### config.mk
export PLATFORM = sky130hd
export DESIGN_NAME = game_sequencer
export DESIGN_NICKNAME = d
export VERILOG_FILES = /design/src/rtl/game_pkg.sv /design/src/rtl/game_sequencer_frame_counter.sv /design/src/rtl/game_sequencer.sv
export SDC_FILE = /design/constraint.sdc
export NUM_CORES = 1
export LEC_CHECK = 0
export ABC_AREA = 1
export CAP_MARGIN = 15
export CORE_AREA = 2 2 97 99
export CTS_CLUSTER_SIZE = 16
export DETAILED_ROUTE_END_ITERATION = 6
export DIE_AREA = 0 0 99 101
export REMOVE_ABC_BUFFERS = 1
export SLEW_MARGIN = 20
export SYNTH_ARGS = -nofsm -noshare
export SYNTH_HDL_FRONTEND = slang
export SYNTH_SLANG_ARGS = --single-unit
### constraint.sdc
create_clock -name clock -period 3.2 [get_ports clock]
set_clock_uncertainty 0.2 [all_clocks]
set_input_delay 0.48 -clock clock [delete_from_list [all_inputs] [get_ports clock]]
set_output_delay 0.48 -clock clock [all_outputs]
set_load 0.01 [all_outputs]
### src/rtl/game_pkg.sv
// game_pkg: shared definitions for the Asteroid Defense round sequencer.
//   - state_t        : round lifecycle state encoding (2 bits)
//   - *_W            : datapath widths for score, level and lives
//   - *_DEF          : default values of the game_sequencer parameters
//   - sat_add_score  : score + level with saturation at a ceiling
package game_pkg;

  typedef enum logic [1:0] {
    S_IDLE = 2'd0,
    S_PLAY = 2'd1,
    S_OVER = 2'd2
  } state_t;

  localparam int SCORE_W = 14;
  localparam int LEVEL_W = 4;
  localparam int LIVES_W = 2;

  localparam int LIVES_INIT_DEF       = 3;
  localparam int FRAMES_PER_LEVEL_DEF = 1800;
  localparam int MAX_LEVEL_DEF        = 9;
  localparam int SCORE_MAX_DEF        = 9999;
  localparam int OVER_HOLD_FRAMES_DEF = 180;

  // The ceiling is at most 9999 and the level at most 15, so the 14-bit
  // sum cannot wrap before the compare clamps it.
  function automatic logic [SCORE_W-1:0] sat_add_score(
    input logic [SCORE_W-1:0] score_v,
    input logic [LEVEL_W-1:0] level_v,
    input logic [SCORE_W-1:0] max_v
  );
    logic [SCORE_W-1:0] sum_v;
    sum_v = score_v + {{(SCORE_W-LEVEL_W){1'b0}}, level_v};
    if (sum_v > max_v) begin
      return max_v;
    end else begin
      return sum_v;
    end
  endfunction

endpackage

### src/rtl/game_sequencer_frame_counter.sv
// frame_counter: mod-N counter advanced by frame ticks.
//   clock, reset : system clock, synchronous active-high reset
//   clear        : synchronous clear, wins over tick
//   tick         : advance by one (already gated by the caller's state)
//   wrap         : high in the cycle whose tick moves the count from N-1 to 0
// wrap is combinational so the parent can act on the rollover tick itself;
// the parent registers everything it exposes.
module frame_counter #(
  parameter int N = 4
) (
  input  logic clock,
  input  logic reset,
  input  logic clear,
  input  logic tick,
  output logic wrap
);

  localparam int CW = (N > 1) ? $clog2(N) : 1;
  localparam logic [CW-1:0] LAST = CW'(N - 1);

  logic [CW-1:0] count_r;

  // Rollover detect for the current tick
  always_comb begin
    wrap = tick && (count_r == LAST);
  end

  // Count register with clear priority over tick
  always_ff @(posedge clock) begin
    if (reset || clear) begin
      count_r <= '0;
    end else if (tick) begin
      if (count_r == LAST) begin
        count_r <= '0;
      end else begin
        count_r <= count_r + CW'(1'b1);
      end
    end
  end

endmodule

### src/rtl/game_sequencer.sv
// game_sequencer: Asteroid Defense round lifecycle (IDLE -> PLAY -> OVER).
//   clock, reset : system clock, synchronous active-high reset
//   start        : round-start pulse (accepted only in IDLE)
//   frame_tick   : one pulse per video frame (level timer / game-over hold)
//   hit, breach  : gameplay events (acted on only in PLAY)
//   playing      : high in PLAY, enables the spawner
//   game_over    : high in OVER
//   score        : current or last-round score, saturating at SCORE_MAX
//   lives        : remaining lives
//   level        : current level 1..MAX_LEVEL, 0 before the first round
//   level_up     : one-cycle pulse on a level increment
// All outputs are registered.
module game_sequencer
  import game_pkg::*;
#(
  parameter int LIVES_INIT       = LIVES_INIT_DEF,
  parameter int FRAMES_PER_LEVEL = FRAMES_PER_LEVEL_DEF,
  parameter int MAX_LEVEL        = MAX_LEVEL_DEF,
  parameter int SCORE_MAX        = SCORE_MAX_DEF,
  parameter int OVER_HOLD_FRAMES = OVER_HOLD_FRAMES_DEF
) (
  input  logic               clock,
  input  logic               reset,
  input  logic               start,
  input  logic               frame_tick,
  input  logic               hit,
  input  logic               breach,
  output logic               playing,
  output logic               game_over,
  output logic [SCORE_W-1:0] score,
  output logic [LIVES_W-1:0] lives,
  output logic [LEVEL_W-1:0] level,
  output logic               level_up
);

  localparam logic [LIVES_W-1:0] LIVES_INIT_L = LIVES_W'(LIVES_INIT);
  localparam logic [LEVEL_W-1:0] MAX_LEVEL_L  = LEVEL_W'(MAX_LEVEL);
  localparam logic [SCORE_W-1:0] SCORE_MAX_L  = SCORE_W'(SCORE_MAX);

  state_t             state_r, state_nxt_s;
  logic [SCORE_W-1:0] score_r, score_nxt_s;
  logic [LIVES_W-1:0] lives_r, lives_nxt_s;
  logic [LEVEL_W-1:0] level_r, level_nxt_s;
  logic               level_up_r, level_up_nxt_s;
  logic               playing_r, game_over_r;

  logic level_tick_s, level_clr_s, level_wrap_s;
  logic hold_tick_s, hold_clr_s, hold_wrap_s;
  logic last_breach_s;

  // Frame ticks only count in the state that owns each timer
  always_comb begin
    level_tick_s  = frame_tick && (state_r == S_PLAY);
    hold_tick_s   = frame_tick && (state_r == S_OVER);
    last_breach_s = breach && (lives_r == LIVES_W'(1));
    // Level timer restarts every round; hold timer restarts every OVER entry
    level_clr_s   = (state_r != S_PLAY) || (state_nxt_s != S_PLAY);
    hold_clr_s    = (state_r != S_OVER);
  end

  frame_counter #(.N(FRAMES_PER_LEVEL)) u_level_timer (
    .clock (clock),
    .reset (reset),
    .clear (level_clr_s),
    .tick  (level_tick_s),
    .wrap  (level_wrap_s)
  );

  frame_counter #(.N(OVER_HOLD_FRAMES)) u_hold_timer (
    .clock (clock),
    .reset (reset),
    .clear (hold_clr_s),
    .tick  (hold_tick_s),
    .wrap  (hold_wrap_s)
  );

  // Next-state and next-output logic
  always_comb begin
    state_nxt_s    = state_r;
    score_nxt_s    = score_r;
    lives_nxt_s    = lives_r;
    level_nxt_s    = level_r;
    level_up_nxt_s = 1'b0;
    case (state_r)
      S_IDLE: begin
        if (start) begin
          score_nxt_s = '0;
          lives_nxt_s = LIVES_INIT_L;
          level_nxt_s = LEVEL_W'(1);
          state_nxt_s = S_PLAY;
        end else begin
          state_nxt_s = S_IDLE;
        end
      end
      S_PLAY: begin
        if (hit) begin
          score_nxt_s = sat_add_score(score_r, level_r, SCORE_MAX_L);
        end else begin
          score_nxt_s = score_r;
        end
        // A terminal breach takes priority over a coincident level rollover
        if (last_breach_s) begin
          lives_nxt_s = '0;
          state_nxt_s = S_OVER;
        end else if (breach) begin
          lives_nxt_s = lives_r - LIVES_W'(1);
        end else begin
          lives_nxt_s = lives_r;
        end
        if (level_wrap_s && !last_breach_s && (level_r < MAX_LEVEL_L)) begin
          level_nxt_s    = level_r + LEVEL_W'(1);
          level_up_nxt_s = 1'b1;
        end else begin
          level_nxt_s    = level_r;
        end
      end
      S_OVER: begin
        if (hold_wrap_s) begin
          state_nxt_s = S_IDLE;
        end else begin
          state_nxt_s = S_OVER;
        end
      end
      default: begin
        state_nxt_s = S_IDLE;
      end
    endcase
  end

  // State and registered outputs; status flags follow the next state
  always_ff @(posedge clock) begin
    if (reset) begin
      state_r     <= S_IDLE;
      score_r     <= '0;
      lives_r     <= '0;
      level_r     <= '0;
      level_up_r  <= 1'b0;
      playing_r   <= 1'b0;
      game_over_r <= 1'b0;
    end else begin
      state_r     <= state_nxt_s;
      score_r     <= score_nxt_s;
      lives_r     <= lives_nxt_s;
      level_r     <= level_nxt_s;
      level_up_r  <= level_up_nxt_s;
      playing_r   <= (state_nxt_s == S_PLAY);
      game_over_r <= (state_nxt_s == S_OVER);
    end
  end

  assign playing   = playing_r;
  assign game_over = game_over_r;
  assign score     = score_r;
  assign lives     = lives_r;
  assign level     = level_r;
  assign level_up  = level_up_r;

endmodule

=== Word-level counts from Yosys, hierarchy flattened ===
Index checks and enable logic that the tools add are counted.

* Flip-flop bits (word level): 44
* Bits of input ports: 6
* Output and inout port bits: 23
* Logic and storage cells: 66

* $add $sub $neg: 5
* Magnitude comparators: 2
* Equality and inequality tests: 14
* Muxes and demuxes: 18
* Bitwise logic cells: 1
* Reductions and logical operators: 17

{| class="wikitable"
|+ Operators with widths
! cell !! count
|-
| $mux 14 || 3
|-
| $pmux 14 s2 || 1
|-
| $add 14x4->14 || 1
|-
| $gt 14x14->1 const B || 1
|-
| $add 11x1->11 const B || 1
|-
| $eq 11x11->1 const B || 1
|-
| $mux 11 || 1
|-
| $mux 2 || 5
|-
| $reduce_and 3->1 || 3
|-
| $add 8x1->8 const B || 1
|-
| $eq 8x8->1 const B || 1
|-
| $mux 4 || 2
|-
| $mux 8 || 1
|-
| $pmux 4 s2 || 1
|-
| $logic_and 1x1->1 || 7
|-
| $eq 2x1->1 const B || 3
|-
| $ne 2x1->1 const B || 3
|-
| $ne 2x2->1 const B || 3
|-
| $pmux 2 s3 || 1
|-
| $add 4x1->4 const B || 1
|-
| $eq 2x2->1 const B || 2
|-
| $lt 4x4->1 const B || 1
|-
| $pmux 2 s2 || 1
|-
| $logic_or 1x1->1 || 3
|-
| 8 further kinds || 9
|}

=== Depth between registers and ports, before layout ===
Gate-level depths: netlist (run 1).

* Depth in word-level cells: 8
* Depth in mapped cells: 18
* Depth with buffers taken out: 17

=== By module ===
Synthesis (run 1) repeated with hierarchy kept, for this count alone.

* Cell total of the unflattened synthesis: 391
* Area total of the unflattened synthesis: 2590.0 um^2

{| class="wikitable"
|+ By module, submodules not included
! module !! instances !! cells an instance !! area each (um^2) !! sequential area each (um^2)
|-
| game_sequencer || 1 || 253 || 1607.8 || 500.5
|-
| frame_counter at u_level_timer || 1 || 80 || 563.0 || 220.2
|-
| frame_counter at u_hold_timer || 1 || 58 || 419.2 || 160.2
|}

=== Worst setup path before layout (run 1) ===
No wires, ideal clock.

* Kind: register to register
* From: reg level_r[0], in the netlist level[0]
* To: reg score_r[3], in the netlist score[3]
* Library setup time: 0.131 ns
* Arrival: 2.165 ns
* Data required time: 2.869 ns
* Slack: 0.704 ns
* Stages on the path, launching flop included: 19
* Path buffers: 1
* Clock period less this slack: 2.496 ns
* Cell sequence: dfxtp_1 -> ha_1 -> inv_1 -> fa_1 -> inv_1 -> nand3_2 -> nand2_2 -> nand2_2 -> nor2_4 -> nand2_1 -> nand2_1 -> nand2_1 -> nor2_1 -> nand2_1 -> nand2_2 -> buf_6 -> nand2_1 -> nand2_1 -> a21oi_2

* Cells in the longest elaborated chain, start to end: 5

{| class="wikitable"
|+ Ends and longest elaborated chain
! what !! RTL line !! source
|-
| start, declared || game_sequencer.sv:43 || <nowiki>logic [LEVEL_W-1:0] level_r, level_nxt_s;</nowiki>
|-
| start signal, assigned || game_sequencer.sv:144 || <nowiki>level_r <= level_nxt_s;</nowiki>
|-
| $add 14x4->14 * || game_pkg.sv:32 || <nowiki>sum_v = score_v + {{(SCORE_W-LEVEL_W){1'b0}}, level_v};</nowiki>
|-
| $gt 14x14->1 || game_pkg.sv:33 || <nowiki>if (sum_v > max_v) begin</nowiki>
|-
| $mux 14 * || game_pkg.sv:33 ||
|-
| $mux 14 * || game_sequencer.sv:96 || <nowiki>if (hit) begin</nowiki>
|-
| $pmux 14 s2 * || game_sequencer.sv:84 || <nowiki>case (state_r)</nowiki>
|-
| end signal, assigned || game_sequencer.sv:142 || <nowiki>score_r <= score_nxt_s;</nowiki>
|-
| end, declared || game_sequencer.sv:41 || <nowiki>logic [SCORE_W-1:0] score_r, score_nxt_s;</nowiki>
|}

Every way passes the cells marked *; elsewhere a longest branch is shown, timed or not. The select of a mux whose other input is x is not followed.
A chain may end at the register's enable or synchronous reset.

=== Worst setup path in the final report (run 1) ===
Same ends and word-level chain as after synthesis.

==> flow_summary.toml, run 1 <==
[worst_setup_path]
crit_type = "reg2reg"
crit_slowest_cell = "dfxtp_1"
arrival_ns = 2.80
reg2reg_slack_ns = 0.40
critPathCaptureType = "flip-flop"
r2r_start = "level[0]"
critPathBufInv = 2
start_kind = "flip-flop"
reg2reg_depth = 17
path_depth = 17
crit_fanout = 13
cp_common_cell = "nand2_1"
cp.required_ns = 3.20
reg2reg_to = "score[3]"
crit_family = "simple AND/OR/NAND/NOR gates"
cp_cell_sequence = "ha_1 -> inv_1 -> fa_1 -> inv_1 -> nand3_2 -> nand2_2 -> nand2_2 -> nor2_4 -> nand2_1 -> nand2_1 -> nand2_1 -> nor2_1 -> nand2_1 -> nand2_2 -> nand2_1 -> nand2_1 -> a21oi_2"
slowest_delay_ns = 0.46

[grt]
grt_overflow = 0
grt_max_degree = 15
grt_usage = 0.117
grt_first_pass_wirelength_um = 9680
grt_pass1_vias = 2162
antenna_found_initial = 0

[clock_network]
cts_buffer_depth = 2
cts_setup_buffers = 0
cts_made_buffers = 5
cts_hold_buffers = 0
clock-sinks = 44
clkLatencyLatePin_ns = 0.30
htreeDepth = 2
cts_resized = 0
tritoncts = "done"
clkSlewWorstSetupHoldPaths_ns = 0.09
clk_root_buffer_cell = "clkbuf_8"

[sta]
min_period_ns = 2.80
finalHoldViolCount = 0
max_freq_mhz = 358
relSlewSlack = 0.557
fin_setup_tns_ns = 0
fin_crit_sh = 0.874
slew_viol_final = 0
holdWs_ns = 0.291
worstMarginPinSlew_ns = 0.664
rsz0062_at_grt = "no"
setup_viol_count_final = 0

[cells_and_area]
multi_input_area_mm2 = 0.00134
drive_gt1_frac = 0.0785
final_nets = 397
area_delta_synth_final_pct = 20.9
final-seq-area_um2 = 881
fill_cells = 941
diodes = 0

[floorplan]
dieHeight_um = 101
io-pin-count = 29
core.rowCount = 35
die-area_mm2 = 0.0100
start_util = 0.270
coreArea_mm2 = 0.00898
die_w_um = 99

[yosys]
yosysMostFrequentCell = "nand2_1"
synth_top_area_frac = 0.363
synth.area.mux_share = 0
yosysTopAreaCell = "dfxtp_1"
ys_warn_count = 0
synthFlopType = "dfxtp_1"
synthSimpleGateAreaFrac = 0.354
synthXorXnorAreaFrac = 0.0320
async_reset_ff_frac = 0
synth_top_family_by_area = "simple AND/OR/NAND/NOR gates"
synth_seq_cells = 44
synthAdderAreaFrac = 0.0546
seq_area_frac_synth = 0.363
synth_edf_count = 0
avgSynthCellArea_um2 = 6.96
synth_cell_types = 35
synthTopCellsByArea = "dfxtp_1 (36%), nand2_1 (15%), inv_1 (6.8%), a21oi_1 (5.8%), nand3_1 (5.4%)"
synth_compound_area_frac = 0.110
synth_common_cells = "nand2_1 (100), dfxtp_1 (44), inv_1 (44)"
syn-cell-area_mm2 = 0.00243
postSynthCellCount = 349

[placement]
hpwl_um = 4350
place.gp.congestion = 0.812
port_buffers = 28

[routing]
num_vias = 2289
drc = 0
drt_iter0_markers = 99
wl_per_cell_um = 11.4
first_pass_iters = 5
antenna_left = 0
wl_um = 5610
viasPerCell = 4.64

[run]
cap_violations = 0

[status]
status = "finished clean"

[power_and_ir_drop]
p_leak_nw = 1.12
powerDensity_mw_per_mm2 = 368
ir_worst_vdd_uv = 179

[min_path]
hold_class = "reg2reg"
min_from = "u_level_timer.count_r[1]"
hold_end = "u_level_timer.count_r[1]"
hold_depth = 2
==> worst register-to-register path, cell delays in order, from the launching register on <==
cell	delay, ns
dfxtp_1	0.46
ha_1	0.26
inv_1	0.07
fa_1	0.41
inv_1	0.09
nand3_2	0.08
nand2_2	0.14
nand2_2	0.10
nor2_4	0.11
nand2_1	0.06
nand2_1	0.05
nand2_1	0.07
nor2_1	0.09
nand2_1	0.07
nand2_2	0.22
nand2_1	0.09
nand2_1	0.08
a21oi_2	0.05
==> stage by stage <==
step           cells  power, mW  setup WS, ns  utilization  instance area, µm²
4_1_cts          493       1.09         0.399        0.327                2930
5_1_grt          493       1.13         0.129        0.327                2940
3_5_place_dp     485      0.660         0.426        0.314                2820
3_3_place_gp     485      0.658         0.457        0.314                2820
2_1_floorplan    344      0.617         0.737            -                2390
6_report         493       1.08         0.405        0.327                2940
==> cell usage in the layout (no fill, tap or decap) <==
cell	Yosys	layout
a21oi_2	3	4
fa_1	1	1
a21oi_1	28	27
nor2_1	28	28
bufinv_16	0	1
xor2_1	4	4
nand2_1	100	100
clkinv_2	0	1
nor4_1	5	5
inv_2	1	1
xor2_2	1	1
or2_2	1	1
nand2_2	5	5
nor3b_1	4	4
nor2_4	2	2
ha_1	9	9
inv_1	44	44
nor3_1	5	5
clkbuf_8	1	5
and2_1	2	2
a31oi_1	5	5
xnor2_1	3	3
o21ai_2	1	1
nand4_1	4	4
buf_4	1	2
o21ai_0	7	7
clkdlybuf4s50_1	0	28
dfxtp_1	44	44
nand3_2	3	3
a221oi_1	1	1
a311oi_1	1	1
nand3_1	26	26
clkinvlp_4	0	1
a211oi_1	1	1
nor2_2	2	2
nand3b_1	3	3
==> power by group <==
part | switching [mW] | internal (mW)
combinational | 0.0535 | 0.0316
sequential | 0.00702 | 0.555
clock | 0.202 | 0.231
==> worst max-delay path by stage <==
stage | to | startpoint | slack (ns)
6_report | score[3] | level[0] | 0.40
4_1_cts | score[9] | level[0] | 0.40
2_1_floorplan | score[3] | level[0] | 0.74
3_3_place_gp | score[3] | level[0] | 0.46
5_1_grt | score[2] | level[0] | 0.13
3_5_place_dp | score[9] | level[0] | 0.43
==> logic make-up (layout without fill, tap and decap cells) <==
kind of cell / count (synthesis) / after routing
DFF: 44 / 44
AOI/OAI and AO/OA: 47 / 47
and+or+nand+nor: 190 / 190
buffers and inverters: 50 / 83
xor gates and xnor gates: 8 / 8
adders and majority gates: 10 / 10
==> metal layers <==
metal	track usage	part of all wire
met1	0.153	0.48
met2	0.195	0.46
met3	0.0264	0.045
met4	0.0316	0.011
met5	0	0
==> final cells by class <==
class	instances	share of cell area
clock inverters	3	0.0145
inverters	45	0.0575
multi-input cells	255	0.457
well taps	111	0.0473
clock buffers	5	0.0234
flip-flops and latches	44	0.300
repair buffers	30	0.101
==> registers in the layout, indices dropped and copies added (netlist names) <==
name / count
playing: 1
state_r: 2
level_up: 1
u_hold_timer.count_r: 8
game_over: 1
lives: 2
level: 4
score: 14
u_level_timer.count_r: 11
No activity file was read; power rests on OpenSTA's default activity.
==> inputs of run 2 (changes only) <==
CORE_AREA = 2 2 92 103   (was 2 2 97 99)
DIE_AREA = 0 0 94 105   (was 0 0 99 101)
==> run 2 against run 1 <==
  * Wire length down 1.7%
  * Die area down 1.3%
  * Register-to-register slack better by 0.08 ns
  * Via count down 0.87%
  * Worst hold slack worse by 0.0034 ns
  * Critical path type unchanged
  * Critical endpoint is now score[8]
==> flow_summary.toml, run 2 (same netlist as run 1, synthesis figures left out) <==
[status]
status = "finished clean"

[clock_network]
cts_setup_buffers = 0
clkSlewWorstSetupHoldPaths_ns = 0.09
cts_made_buffers = 5
cts_resized = 0
clock-sinks = 44
clkLatencyLatePin_ns = 0.30
htreeDepth = 2
tritoncts = "done"
cts_buffer_depth = 2
cts_hold_buffers = 0
clk_root_buffer_cell = "clkbuf_8"

[sta]
relSlewSlack = 0.572
worstMarginPinSlew_ns = 0.642
holdWs_ns = 0.287
finalHoldViolCount = 0
max_freq_mhz = 369
slew_viol_final = 0
fin_setup_tns_ns = 0
fin_crit_sh = 0.848
setup_viol_count_final = 0
rsz0062_at_grt = "no"
min_period_ns = 2.71

[routing]
viasPerCell = 4.57
num_vias = 2269
drt_iter0_markers = 97
wl_um = 5510
first_pass_iters = 4
antenna_left = 0
drc = 0
wl_per_cell_um = 11.1

[worst_setup_path]
start_kind = "flip-flop"
arrival_ns = 2.69
critPathCaptureType = "flip-flop"
crit_fanout = 13
cp.required_ns = 3.18
crit_type = "reg2reg"

[grt]
grt_max_degree = 15
grt_usage = 0.122
grt_first_pass_wirelength_um = 9940
grt_overflow = 0
grt_pass1_vias = 2270
antenna_found_initial = 0

[cells_and_area]
final_common_cell = "nand2_1"
drive_gt1_frac = 0.0785
mostFrequentLayoutCells = "nand2_1 (100), inv_1 (44), dfxtp_1 (44), nor2_1 (28), clkdlybuf4s50_1 (28)"
area_delta_synth_final_pct = 21.7
final_core_util = 0.336
design_area_mm2 = 0.00295
largest_reg_flops = 14
final_nets = 397
diodes = 0

[placement]
hpwl_um = 4180
port_buffers = 28
place.gp.congestion = 0.857
dpl_cell_area_mm2 = 0.00282

[power_and_ir_drop]
ir_worst_vdd_uv = 236
p_leak_nw = 1.13
powerDensity_mw_per_mm2 = 377
finalPower_mw = 1.11

[floorplan]
die-area_mm2 = 0.00987
coreArea_mm2 = 0.00878
io-pin-count = 29
dieHeight_um = 105
core.rowCount = 36
start_util = 0.276
die_w_um = 94

[min_path]
hold_class = "reg2reg"

[run]
cap_violations = 0
run 2: area by class of cell:
type	instances	area [µm²]
Clock buffer	7	96.3
Clock inverter	1	30.0
Inverter	45	169
Fill cell	941	5830
Timing Repair Buffer	30	295
Sequential cell	44	881
Multi-Input combinational cell	255	1340
Tap cell	114	143
run 2: path summary, 6_finish.rpt:
| path | from | end | slack, ns | depth (start not counted) |
|---|---|---|---|---|
| min | u_level_timer.count_r[9] | u_level_timer.count_r[9] | 0.29 | 1 |
| max | level[0] | score[8] | 0.49 | 17 |
| min reg2reg | u_level_timer.count_r[9] | u_level_timer.count_r[9] | 0.29 | 1 |
| max reg2reg | level[0] | score[8] | 0.49 | 17 |
run 2: report_power, final:
part	internal (mW)	switching (mW)	leakage (nW)
Sequential	0.555	0.00663	0.356
Combinational	0.0317	0.0524	0.706
Clock	0.276	0.192	0.0645
run 2: through the flow:
stage | cells | worst slack [ns]
after floorplan | 344 | 0.737
after global placement | 488 | 0.543
after detailed placement | 488 | 0.497
after CTS | 496 | 0.473
after global routing | 496 | 0.166
final | 496 | 0.488
run 2: per-layer routing:
layer  track usage  share of wire
met1         0.150           0.48
met2         0.210           0.47
met3        0.0260          0.039
met4        0.0414          0.010
met5             0              0
run 2: critical path, stage by stage, from the launching register on:
cell,delay [ns]
dfxtp_1,0.44
ha_1,0.22
inv_1,0.06
fa_1,0.40
inv_1,0.08
nand3_2,0.07
nand2_2,0.13
nand2_2,0.11
nor2_4,0.11
nand2_1,0.05
nand2_1,0.05
nand2_1,0.06
nor2_1,0.09
nand2_1,0.07
nand2_2,0.23
nand2_1,0.09
nand2_1,0.07
a21oi_1,0.05
==> inputs of run 3 (changes only) <==
clock period = 2.2 ns   (was 3.2 ns; I/O delays follow)
==> run 3 against run 2 <==
  * The run now ends with negative setup slack left
  * Total power up 44%
  * First-iteration DRC count down 5.2%
  * Design area up 11%
  * Combinational power up 65%
  * Largest cell class unchanged
  * Sequential share of layout area down 2.9 points
  * Cell count up 6.7%
  * Wire length up 12%
  * Global-route usage up 0.72 points
  * Sequential cell count unchanged
  * Register-to-register slack worse by 0.61 ns
  * Die area unchanged
  * Maximum frequency up 17%
==> flow_summary.toml, run 3 (same netlist as run 1, synthesis figures left out) <==
[floorplan]
start_util = 0.276
dieHeight_um = 105
core.rowCount = 36
coreArea_mm2 = 0.00878
die_w_um = 94
io-pin-count = 29
die-area_mm2 = 0.00987

[cells_and_area]
area_delta_synth_final_pct = 35.1
final_common_cell = "nand2_1"
multi_input_area_mm2 = 0.00143
design_area_mm2 = 0.00328
final-seq-area_um2 = 883
fill_cells = 947
largest_reg_flops = 14
diodes = 0
fin_cells = 529
mostFrequentLayoutCells = "nand2_1 (96), inv_1 (42), dfxtp_1 (42), buf_4 (34), clkdlybuf4s50_1 (28)"
drive_gt1_frac = 0.188
final_nets = 430

[placement]
port_buffers = 28
dpl_cell_area_mm2 = 0.00301
dp.cells = 513
hpwl_um = 4550
place.gp.congestion = 0.882

[routing]
highest_layer = "met4"
antenna_left = 0
num_vias = 2467
wl_met1_um = 2790
wl_per_cell_um = 11.6
viasPerCell = 4.66
first_pass_iters = 4
drt_iter0_markers = 92
drc = 0
dr_wl_met2_um = 3080
met3_length_um = 215
wl_um = 6150

[sta]
rsz0062_at_grt = "yes"
setup_viol_count_final = 13
slew_viol_final = 0
fin_ws_ns = -0.124
fin_setup_tns_ns = -1.28
min_period_ns = 2.32
finalHoldViolCount = 0
worstMarginPinSlew_ns = 0.376
relSlewSlack = 0.747
fin_crit_sh = 1.06
max_freq_mhz = 430

[status]
violations = "negative setup slack"
status = "finished with violations"

[worst_setup_path]
crit_start = "score[0]"
crit_type = "reg2reg"
critPathCaptureType = "flip-flop"
arrival_ns = 2.32
start_kind = "flip-flop"
crit_fanout = 7
cp.required_ns = 2.19
r2r_start = "score[0]"

[clock_network]
cts_made_buffers = 5
cts_buffer_depth = 2
clkLatencyLatePin_ns = 0.30
clkSlewWorstSetupHoldPaths_ns = 0.09
clk_root_buffer_cell = "clkbuf_8"
htreeDepth = 2
clock-sinks = 44
tritoncts = "done"

[power_and_ir_drop]
powerDensity_mw_per_mm2 = 488
ir_worst_vdd_uv = 340
p_leak_nw = 1.32

[grt]
grt_overflow = 0
grt_pass1_vias = 2445
antenna_found_initial = 0
grt_max_degree = 16
grt_usage = 0.130
grt_first_pass_wirelength_um = 10700

[min_path]
min_from = "u_hold_timer.count_r[6]"
hold_class = "reg2reg"

[run]
cap_violations = 0
run 3: final cells by class:
class,instances,area share
Sequential cell,44,0.269
Tap cell,114,0.0435
Inverter,45,0.0515
Clock inverter,3,0.0141
Timing Repair Buffer,62,0.163
Multi-Input combinational cell,256,0.437
Clock buffer,5,0.0210
run 3: repair_timing:
| action | in CTS | in global routing |
|---|---|---|
| endpoints found under the hold margin | 0 | 0 |
| gates resized for setup | 17 | 7 |
| pin swaps | 12 | 4 |
| gates cloned | 1 | 0 |
| buffers inserted | 5 | 2 |
| hold buffers | 0 | 0 |
| endpoints found under the setup margin | 13 | 14 |
run 3: power by group:
group	total [mW]	internal (mW)	switching, mW
sequential	0.816	0.808	0.00790
combinational	0.139	0.0561	0.0826
clock	0.645	0.342	0.302
total	1.60	1.21	0.393
run 3: path summary, 6_finish.rpt:
kind,cells past startpoint,slack (ns),endpoint
hold reg to reg,1,0.28,u_hold_timer.count_r[6]
setup reg to reg,17,-0.12,score[2]
hold / removal,1,0.28,u_hold_timer.count_r[6]
setup / recovery,17,-0.12,score[2]
run 3: through the flow:
step / setup slack (ns) / hold slack [ns] / power (mW) / util
floorplan: -0.263 / 0.192 / 0.898 / -
global placement: -0.304 / 0.271 / 0.967 / 0.343
detailed placement: -0.380 / 0.274 / 0.970 / 0.343
CTS: -0.137 / 0.285 / 1.62 / 0.368
global route: -0.271 / 0.323 / 1.67 / 0.373
finish: -0.124 / 0.284 / 1.60 / 0.373
run 3: worst max-delay path: stages (launching register included):
cell and delay, ns:
dfxtp_2 0.36, ha_4 0.14, inv_2 0.04, fa_2 0.35, inv_2 0.08, nand3_4 0.07
nand2_4 0.09, nand2_4 0.07, nor2_4 0.10, nand2_1 0.06, nand2_1 0.07, nand2_2 0.06
nor2_2 0.11, nand2_2 0.10, nand2_4 0.13, nand2_1 0.06, nand2_1 0.06, a21oi_1 0.06
run 3: per-layer routing:
layer  vias up  global-route usage
met4         0              0.0352
met5         -                   0
met1      1157               0.157
met3         7              0.0260
li1       1265                   -
met2        38               0.230
